--- src/rtl/pc_fetch_ctrl_if.sv ---
// pc_fetch_ctrl_if: redirect, instruction-memory and fetch-buffer signals.
// align_err exists only when PC_ALIGN_CHECK_EN is defined.
interface pc_fetch_ctrl_if #(
  parameter int IW = 16
);
  logic          br_take;
  logic [7:0]    br_target;
  logic          imem_req;
  logic [7:0]    imem_addr;
  logic          imem_ack;
  logic [IW-1:0] imem_data;
  logic          instr_valid;
  logic          instr_ready;
  logic [IW-1:0] instr;
  logic [7:0]    instr_pc;
  logic          halted;
`ifdef PC_ALIGN_CHECK_EN
  logic          align_err;

  modport master (
    input  br_take,
    input  br_target,
    output imem_req,
    output imem_addr,
    input  imem_ack,
    input  imem_data,
    output instr_valid,
    input  instr_ready,
    output instr,
    output instr_pc,
    output halted,
    output align_err
  );

  modport slave (
    output br_take,
    output br_target,
    input  imem_req,
    input  imem_addr,
    output imem_ack,
    output imem_data,
    input  instr_valid,
    output instr_ready,
    input  instr,
    input  instr_pc,
    input  halted,
    input  align_err
  );
`else
  modport master (
    input  br_take,
    input  br_target,
    output imem_req,
    output imem_addr,
    input  imem_ack,
    input  imem_data,
    output instr_valid,
    input  instr_ready,
    output instr,
    output instr_pc,
    output halted
  );

  modport slave (
    output br_take,
    output br_target,
    input  imem_req,
    input  imem_addr,
    output imem_ack,
    output imem_data,
    input  instr_valid,
    output instr_ready,
    input  instr,
    input  instr_pc,
    input  halted
  );
`endif
endinterface

--- src/rtl/pc_fetch_ctrl.sv ---
// pc_fetch_ctrl: PC register, fetch sequencer and one-entry instruction buffer.
// Optional PC_ALIGN_CHECK_EN rejects misaligned redirects and flags align_err.
module pc_fetch_ctrl #(
  parameter logic [7:0] RESET_PC  = 8'h00,
  parameter int         IW        = 16,
  parameter bit         WRAP_HALT = 1'b1
) (
  input logic             clk,
  input logic             rst,
  pc_fetch_ctrl_if.master bus
);

  typedef enum logic [1:0] {
    IDLE  = 2'd0,
    REQ   = 2'd1,
    BLOCK = 2'd2,
    HALT  = 2'd3
  } state_t;

  state_t        state;
  state_t        state_n;
  logic [7:0]    pc;
  logic [7:0]    pc_n;
  logic [7:0]    pc_sum;
  logic          pc_co;
  logic          valid_q;
  logic [IW-1:0] instr_q;
  logic [7:0]    ipc_q;
  logic          can_load;
  logic          drain;
  logic          req;
  logic          ack_ok;
  logic          br_bad;
  logic          br_hit;
  logic          wrap;
  logic [7:0]    br_addr;

  // Constant +4 incrementer with carry-in tied low.
  function automatic logic [8:0] add4(
    input logic [7:0] a,
    input logic       ci
  );
    return {1'b0, a} + 9'd4 + {8'd0, ci};
  endfunction

  assign {pc_co, pc_sum} = add4(pc, 1'b0);

  assign drain    = valid_q && bus.instr_ready;
  assign can_load = !valid_q || bus.instr_ready;

`ifdef PC_ALIGN_CHECK_EN
  assign br_bad  = bus.br_target[1:0] != 2'b00;
  assign br_addr = bus.br_target;
`else
  assign br_bad  = 1'b0;
  assign br_addr = {bus.br_target[7:2], 2'b00};
`endif

  assign br_hit = bus.br_take && !br_bad
               && (state != HALT);

  // Request only while the buffer can take the word.
  assign req    = (state == REQ) && can_load;
  assign ack_ok = req && bus.imem_ack && !br_hit;
  assign wrap   = ack_ok && pc_co;

  always_comb begin
    state_n = state;
    pc_n    = pc;
    unique case (state)
      IDLE: state_n = REQ;
      REQ: begin
        if (!can_load)
          state_n = BLOCK;
        else if (wrap && WRAP_HALT)
          state_n = HALT;
      end
      BLOCK: begin
        if (can_load)
          state_n = REQ;
      end
      HALT: state_n = HALT;
      default: state_n = IDLE;
    endcase
    if (ack_ok)
      pc_n = pc_sum;
    if (br_hit) begin
      pc_n    = br_addr;
      state_n = (state == REQ) ? IDLE : REQ;
    end
  end

  always_ff @(posedge clk) begin
    if (rst) begin
      state <= IDLE;
      pc    <= RESET_PC;
    end else begin
      state <= state_n;
      pc    <= pc_n;
    end
  end

  always_ff @(posedge clk) begin
    if (rst) begin
      valid_q <= 1'b0;
      instr_q <= '0;
      ipc_q   <= 8'h00;
    end else if (br_hit) begin
      valid_q <= 1'b0;
    end else if (ack_ok) begin
      valid_q <= 1'b1;
      instr_q <= bus.imem_data;
      ipc_q   <= pc;
    end else if (drain) begin
      valid_q <= 1'b0;
    end
  end

`ifdef PC_ALIGN_CHECK_EN
  logic align_q;

  always_ff @(posedge clk) begin
    if (rst)
      align_q <= 1'b0;
    else if (bus.br_take && br_bad && state != HALT)
      align_q <= 1'b1;
  end

  assign bus.align_err = align_q;
`endif

  assign bus.imem_req    = req;
  assign bus.imem_addr   = pc;
  assign bus.instr_valid = valid_q;
  assign bus.instr       = instr_q;
  assign bus.instr_pc    = ipc_q;
  assign bus.halted      = (state == HALT);

endmodule

--- src/flat_wrapper.sv ---
// flat-port wrapper written by rule: the top's interface ports become plain ports
module pc_fetch_ctrl_flat 
#(
  parameter logic [7:0] RESET_PC  = 8'h00,
  parameter int         IW        = 16,
  parameter bit         WRAP_HALT = 1'b1
)
  (clk, rst, bus_br_take, bus_br_target, bus_imem_req, bus_imem_addr, bus_imem_ack, bus_imem_data, bus_instr_valid, bus_instr_ready, bus_instr, bus_instr_pc, bus_halted);
  pc_fetch_ctrl_if #(.IW(IW)) bus_i ();
  input logic clk;
  input logic rst;
  input wire logic [$bits(bus_i.br_take)-1:0] bus_br_take;
  input wire logic [$bits(bus_i.br_target)-1:0] bus_br_target;
  output wire logic [$bits(bus_i.imem_req)-1:0] bus_imem_req;
  output wire logic [$bits(bus_i.imem_addr)-1:0] bus_imem_addr;
  input wire logic [$bits(bus_i.imem_ack)-1:0] bus_imem_ack;
  input wire logic [$bits(bus_i.imem_data)-1:0] bus_imem_data;
  output wire logic [$bits(bus_i.instr_valid)-1:0] bus_instr_valid;
  input wire logic [$bits(bus_i.instr_ready)-1:0] bus_instr_ready;
  output wire logic [$bits(bus_i.instr)-1:0] bus_instr;
  output wire logic [$bits(bus_i.instr_pc)-1:0] bus_instr_pc;
  output wire logic [$bits(bus_i.halted)-1:0] bus_halted;
  assign bus_i.br_take = bus_br_take;
  assign bus_i.br_target = bus_br_target;
  assign bus_imem_req = bus_i.imem_req;
  assign bus_imem_addr = bus_i.imem_addr;
  assign bus_i.imem_ack = bus_imem_ack;
  assign bus_i.imem_data = bus_imem_data;
  assign bus_instr_valid = bus_i.instr_valid;
  assign bus_i.instr_ready = bus_instr_ready;
  assign bus_instr = bus_i.instr;
  assign bus_instr_pc = bus_i.instr_pc;
  assign bus_halted = bus_i.halted;
  pc_fetch_ctrl #(.RESET_PC(RESET_PC), .IW(IW), .WRAP_HALT(WRAP_HALT)) u_core (.clk(clk), .rst(rst), .bus(bus_i));
endmodule
--- config.mk ---
export PLATFORM = sky130hd
export DESIGN_NAME = pc_fetch_ctrl_flat
export DESIGN_NICKNAME = d
export VERILOG_FILES = /design/src/rtl/pc_fetch_ctrl_if.sv /design/src/rtl/pc_fetch_ctrl.sv /design/src/flat_wrapper.sv
export SDC_FILE = /design/constraint.sdc
export NUM_CORES = 1
export LEC_CHECK = 0
export ABC_AREA = 0
export BUFFER_PORTS_ARGS = -buffer_cell sky130_fd_sc_hd__clkbuf_2
export CORE_ASPECT_RATIO = 1.5
export CORE_UTILIZATION = 46
export CTS_CLUSTER_DIAMETER = 30
export DETAILED_ROUTE_END_ITERATION = 7
export GPL_TIMING_DRIVEN = 0
export MAX_ROUTING_LAYER = met4
export PLACE_DENSITY_LB_ADDON = 0.2
export SLEW_MARGIN = 20
export SYNTH_ARGS = -nofsm -noshare
export SYNTH_HDL_FRONTEND = slang
export SYNTH_SLANG_ARGS = --single-unit
--- constraint.sdc ---
create_clock -name clk -period 1.8 [get_ports clk]
set_input_delay 0.18 -clock clk [delete_from_list [all_inputs] [get_ports clk]]
set_output_delay 0.18 -clock clk [all_outputs]
set_load 0.1 [all_outputs]
== Word-level counts from Yosys, hierarchy flattened ==
Cells that the tools add are included.

* Word-level logic and storage cells: 39
* Output and inout bits: 35
* Flip-flop bits (word level): 35
* Input bits: 29

* Add/subtract/negate cells: 1
* Bitwise gates (word level): 1
* Mux-type cells: 10
* Reduce and logical (&&, ||, !) cells: 15
* Equality and inequality tests: 6

{| class="wikitable"
|+ Operators by type and width
! cell !! number
|-
| 8-bit 2-to-1 mux || 2
|-
| 8-bit by 3-bit adder with 9-bit output (second input constant) || 1
|-
| 2-bit 2-to-1 mux || 4
|-
| 2-bit one-hot mux with 4 select lines || 1
|-
| 1-bit logical AND || 6
|-
| 2-bit == test (second input constant) || 2
|-
| 4-bit != test (second input constant) || 1
|-
| 2-bit AND reduction || 2
|-
| 2-bit nonzero test || 2
|-
| 1-bit 2-to-1 mux || 3
|-
| 3-bit by 1-bit != test with 1-bit output (second input constant) || 1
|-
| 2-bit by 1-bit == test with 1-bit output (second input constant) || 1
|-
| 1-bit zero test || 2
|-
| 2-bit zero test || 1
|-
| 2-bit != test (second input constant) || 1
|-
| 2-bit OR reduction || 1
|-
| 1-bit logical OR || 1
|-
| 1-bit NOT || 1
|}

== Depth between registers and ports, before layout ==
* Word-level depth: 10
* Gate-level depth with buffers: 6
* Gate-level depth less buffers: 5

== Worst setup path before layout ==
Ideal clock, no wire load.

* Kind: register -> output
* Start point: register u_core.valid_q (netlist: u_core.bus.instr_valid)
* End point: output port bus_imem_req
* Data arrival time: 3,036 ps
* Cell stages (with the launch flop): 3
* Required time: 1,620 ps
* Buffers on the path: 0
* Path slack: -1,416 ps
* Cell sequence: dfxtp_1 > and2b_4 > nor3_1

* Word-level cells in the longest chain between the ends: 3

{| class="wikitable"
|+ Ends and longest elaborated chain
! what !! RTL line !! source
|-
| start, declared || pc_fetch_ctrl.sv:26 || <nowiki>logic valid_q;</nowiki>
|-
| start signal, assigned || pc_fetch_ctrl.sv:105 || <nowiki>valid_q <= 1'b0;</nowiki>
|-
| start signal, assigned || pc_fetch_ctrl.sv:109 || <nowiki>valid_q <= 1'b0;</nowiki>
|-
| start signal, assigned || pc_fetch_ctrl.sv:111 || <nowiki>valid_q <= 1'b1;</nowiki>
|-
| 1-bit zero test || pc_fetch_ctrl.sv:49 || <nowiki>assign can_load = !valid_q || bus.instr_ready;</nowiki>
|-
| 1-bit logical OR || pc_fetch_ctrl.sv:49 ||
|-
| 1-bit logical AND || pc_fetch_ctrl.sv:63 || <nowiki>assign req = (state == REQ) && can_load;</nowiki>
|-
| end, declared || flat_wrapper.sv:14 || <nowiki>output wire logic [$bits(bus_i.imem_req)-1:0] bus_imem_req;</nowiki>
|}

Every way passes these cells.

== Worst setup path in the final report ==
* Start point: register u_core.state[1]
* End point: output port bus_halted

* Word-level cells in the longest chain between the ends: 1

{| class="wikitable"
|+ Ends and longest elaborated chain
! what !! RTL line !! source
|-
| start, declared || pc_fetch_ctrl.sv:20 || <nowiki>state_t state;</nowiki>
|-
| start signal, assigned || pc_fetch_ctrl.sv:98 || <nowiki>state <= state_n;</nowiki>
|-
| 2-bit == test || pc_fetch_ctrl.sv:137 || <nowiki>assign bus.halted = (state == HALT);</nowiki>
|-
| end, declared || flat_wrapper.sv:22 || <nowiki>output wire logic [$bits(bus_i.halted)-1:0] bus_halted;</nowiki>
|}

Every way passes these cells.

==> results.ini <==
[detailed_routing]
via_per_inst = 5.04
routed_wl_mm = 3.26
drtIter0Drc = 29
ant_nets = 0
wl_met1_mm = 1.30
highest_layer = met4
drt-wirelength-per-cell_um = 11.8
drc = 0
vias = 1395
met3_wirelength_um = 185
wl_met2_mm = 1.69
dr.pass1.iters = 4

[global_routing]
grt_max_degree = 11
overflow = 0
antenna_found_initial = 0
grt_pass1_vias = 1234
track_usage_pct = 21.9
grt_pass1_wl_mm = 5.17

[die]
rows = 24
ioPinCount = 64
die_w_um = 46.9
die_area_um2 = 3250
die_y_um = 69.3
initial_core_util_pct = 48.2
core-area_um2 = 2880

[sta]
worstMarginPinSlew_ns = 0.546
fin_tns_setup_ns = 0
fin_crit_ns = 1.66
relSlewSlack_pct = 63.7
skew_ns = 0.00387
finalCritPeriodShare_pct = 92.4
final-setup-viol-count = 0
fmax_mhz = 601
finalHoldViolCount = 0
drv_slew = 0
rsz0062_at_grt = no
setup_ws_ns = 0.137

[critical_path]
r2r_start = u_core.state[0]$_SDFFE_PP0P_
cp_max_fo = 10
reg2reg_depth = 6
crit_required_ns = 1.62
cp_data_arrival_time_ns = 1.48
cp-end-kind = primary output
rrSetupSlack_ns = 0.30
start_kind = flip-flop
reg2reg_to = u_core.bus.instr[15]$_SDFFE_PP0P_
criticalPathCategory = flip-flop to primary output

[cells_and_area]
layout.cells.most_common = clkbuf_2
antennaDiodeCount = 0
drive_gt1_share_pct = 36.6
fin_util_pct = 63.9
final_cells = 277
nNetsFinal = 268
syn_to_final_growth_pct = 32.6
mostFrequentLayoutCells = clkbuf_2 (56), nand2_1 (48), a21oi_1 (28), dfxtp_1 (26)

[place]
hpwlAfterDp_mm = 2.42
place_inst = 270
gp_congestion = 0.856
io_buffers = 57
pre_cts_ws_ns = 0.311

[logic_synthesis]
synth.distinct_cells = 38
yosysSeqAreaShare_pct = 44.6
synth_area_um2 = 1390
ys_warn_count = 0
synthArstFlopShare_pct = 0
ys_seq_elements = 31
synth_ff_type = dfxtp_1
syn_avg_cell_area_um2 = 8.13
synth-edff-count = 0
synth_cells = 171

[min_path]
hp-class = input port to flip-flop
whs_endpoint = u_core.bus.instr[1]$_SDFFE_PP0P_
hold_depth = 3
hp-start = bus_imem_data[1]

[clocking]
insertion_delay_ns = 0.27
root_buffer = clkbuf_8
hold_buffers = 0
clkTransAtPathRegs_ns = 0.06
cts.htree.levels = 2
numClockSinks = 31
cts_buffer_depth = 2
cts_tree = yes
numCtsBuffers = 5

[run]
max-cap-violations = 0

[run_status]
status = completed

[power_and_ir_drop]
ir_worst_vdd_mv = 0.482
p_per_area_nw_per_um2 = 899
totalPowerFinal_uw = 1660
cellLeakagePower_uw = 0.000812

## report_power, final
group	switching, µW	total, µW	internal (µW)
Clock	240	539	299
Combinational	299	384	85.8
Sequential	21.8	734	713
## worst max-delay path by stage
stage                                                    start                                   end  cells after the start
after floorplan           u_core.bus.imem_addr[6]$_SDFFE_PP0P_  u_core.bus.imem_addr[7]$_SDFFE_PP0P_                      4
after global placement            u_core.state[1]$_SDFFE_PP0P_                            bus_halted                      4
after detailed placement          u_core.state[0]$_SDFFE_PP0P_     u_core.bus.instr[15]$_SDFFE_PP0P_                      6
after CTS                         u_core.state[1]$_SDFFE_PP0P_                            bus_halted                      4
after global routing              u_core.state[1]$_SDFFE_PP0P_                            bus_halted                      4
final                             u_core.state[1]$_SDFFE_PP0P_                            bus_halted                      4
## cell type report
class	instances	area (µm²)
fillers	295	1040
multi-input cells	124	673
flip-flops and latches	31	627
repair buffers	57	288
plain buffers	14	100
clock buffers	6	82.6
well taps	39	48.8
inverters	5	18.8
clock inverters	1	5.00
## cells in the mapped netlist (all sizes together) (2+ instances only)
master	count	area [µm²]
nand2	48	180
dfxtp	31	621
a21oi	28	140
buf	11	88.8
nor2	6	25.0
o21ai	6	30.0
inv	5	18.8
clkbuf	3	11.3
nand3	3	15.0
nor3	3	15.0
a211oi	2	15.0
a311oi	2	17.5
nor4	2	27.5
## through the flow
step / hold WS, ns / area, µm²
2_1_floorplan: 0.284 / 1420
3_3_place_gp: 0.402 / 1750
3_5_place_dp: 0.410 / 1750
4_1_cts: 0.112 / 1840
5_1_grt: 0.126 / 1840
6_report: 0.122 / 1840
## kinds of logic (layout without fill, tap and decap cells)
| logic type | Yosys count | count (layout) | share of synthesized area [%] |
|---|---|---|---|
| muxes | 1 | 1 | 0.720 |
| DFF | 31 | 31 | 44.6 |
| xor gates and xnor gates | 1 | 1 | 0.630 |
| adders and majority gates | 1 | 1 | 0.900 |
| other | 1 | 4 | 0.270 |
| and+or+nand+nor | 69 | 69 | 23.0 |
| buffers and inverters | 19 | 83 | 8.55 |
| AOI/OAI and AO/OA | 48 | 48 | 21.2 |
## repair_timing
| item | CTS | global route |
|---|---|---|
| resized for setup | 0 | 2 |
| hold endpoints to repair | 0 | 0 |
| endpoints found under the setup margin | 0 | 1 |
| setup buffers | 0 | 0 |
## state kept, by name, indices dropped and copies added, names as in the netlist
| register | count |
|---|---|
| u_core.state | 2 |
| u_core.bus.imem_addr | 6 |
| u_core.bus.instr_pc | 6 |
| u_core.bus.instr_valid | 1 |
| u_core.bus.instr | 16 |
## metal layers
| layer | up-vias | GRT usage (%) |
|---|---|---|
| met5 | - | - |
| met4 | 0 | 10.2 |
| met1 | 618 | 25.2 |
| li1 | 712 | - |
| met3 | 8 | 5.21 |
| met2 | 57 | 34.3 |
## critical path, cell delays in order (launching register included)
cell and delay (ns):
dfxtp_1 0.31, buf_4 0.20, nand2_1 0.15, inv_1 0.18
clkbuf_4 0.37
(Power assumes the default switching activity.)
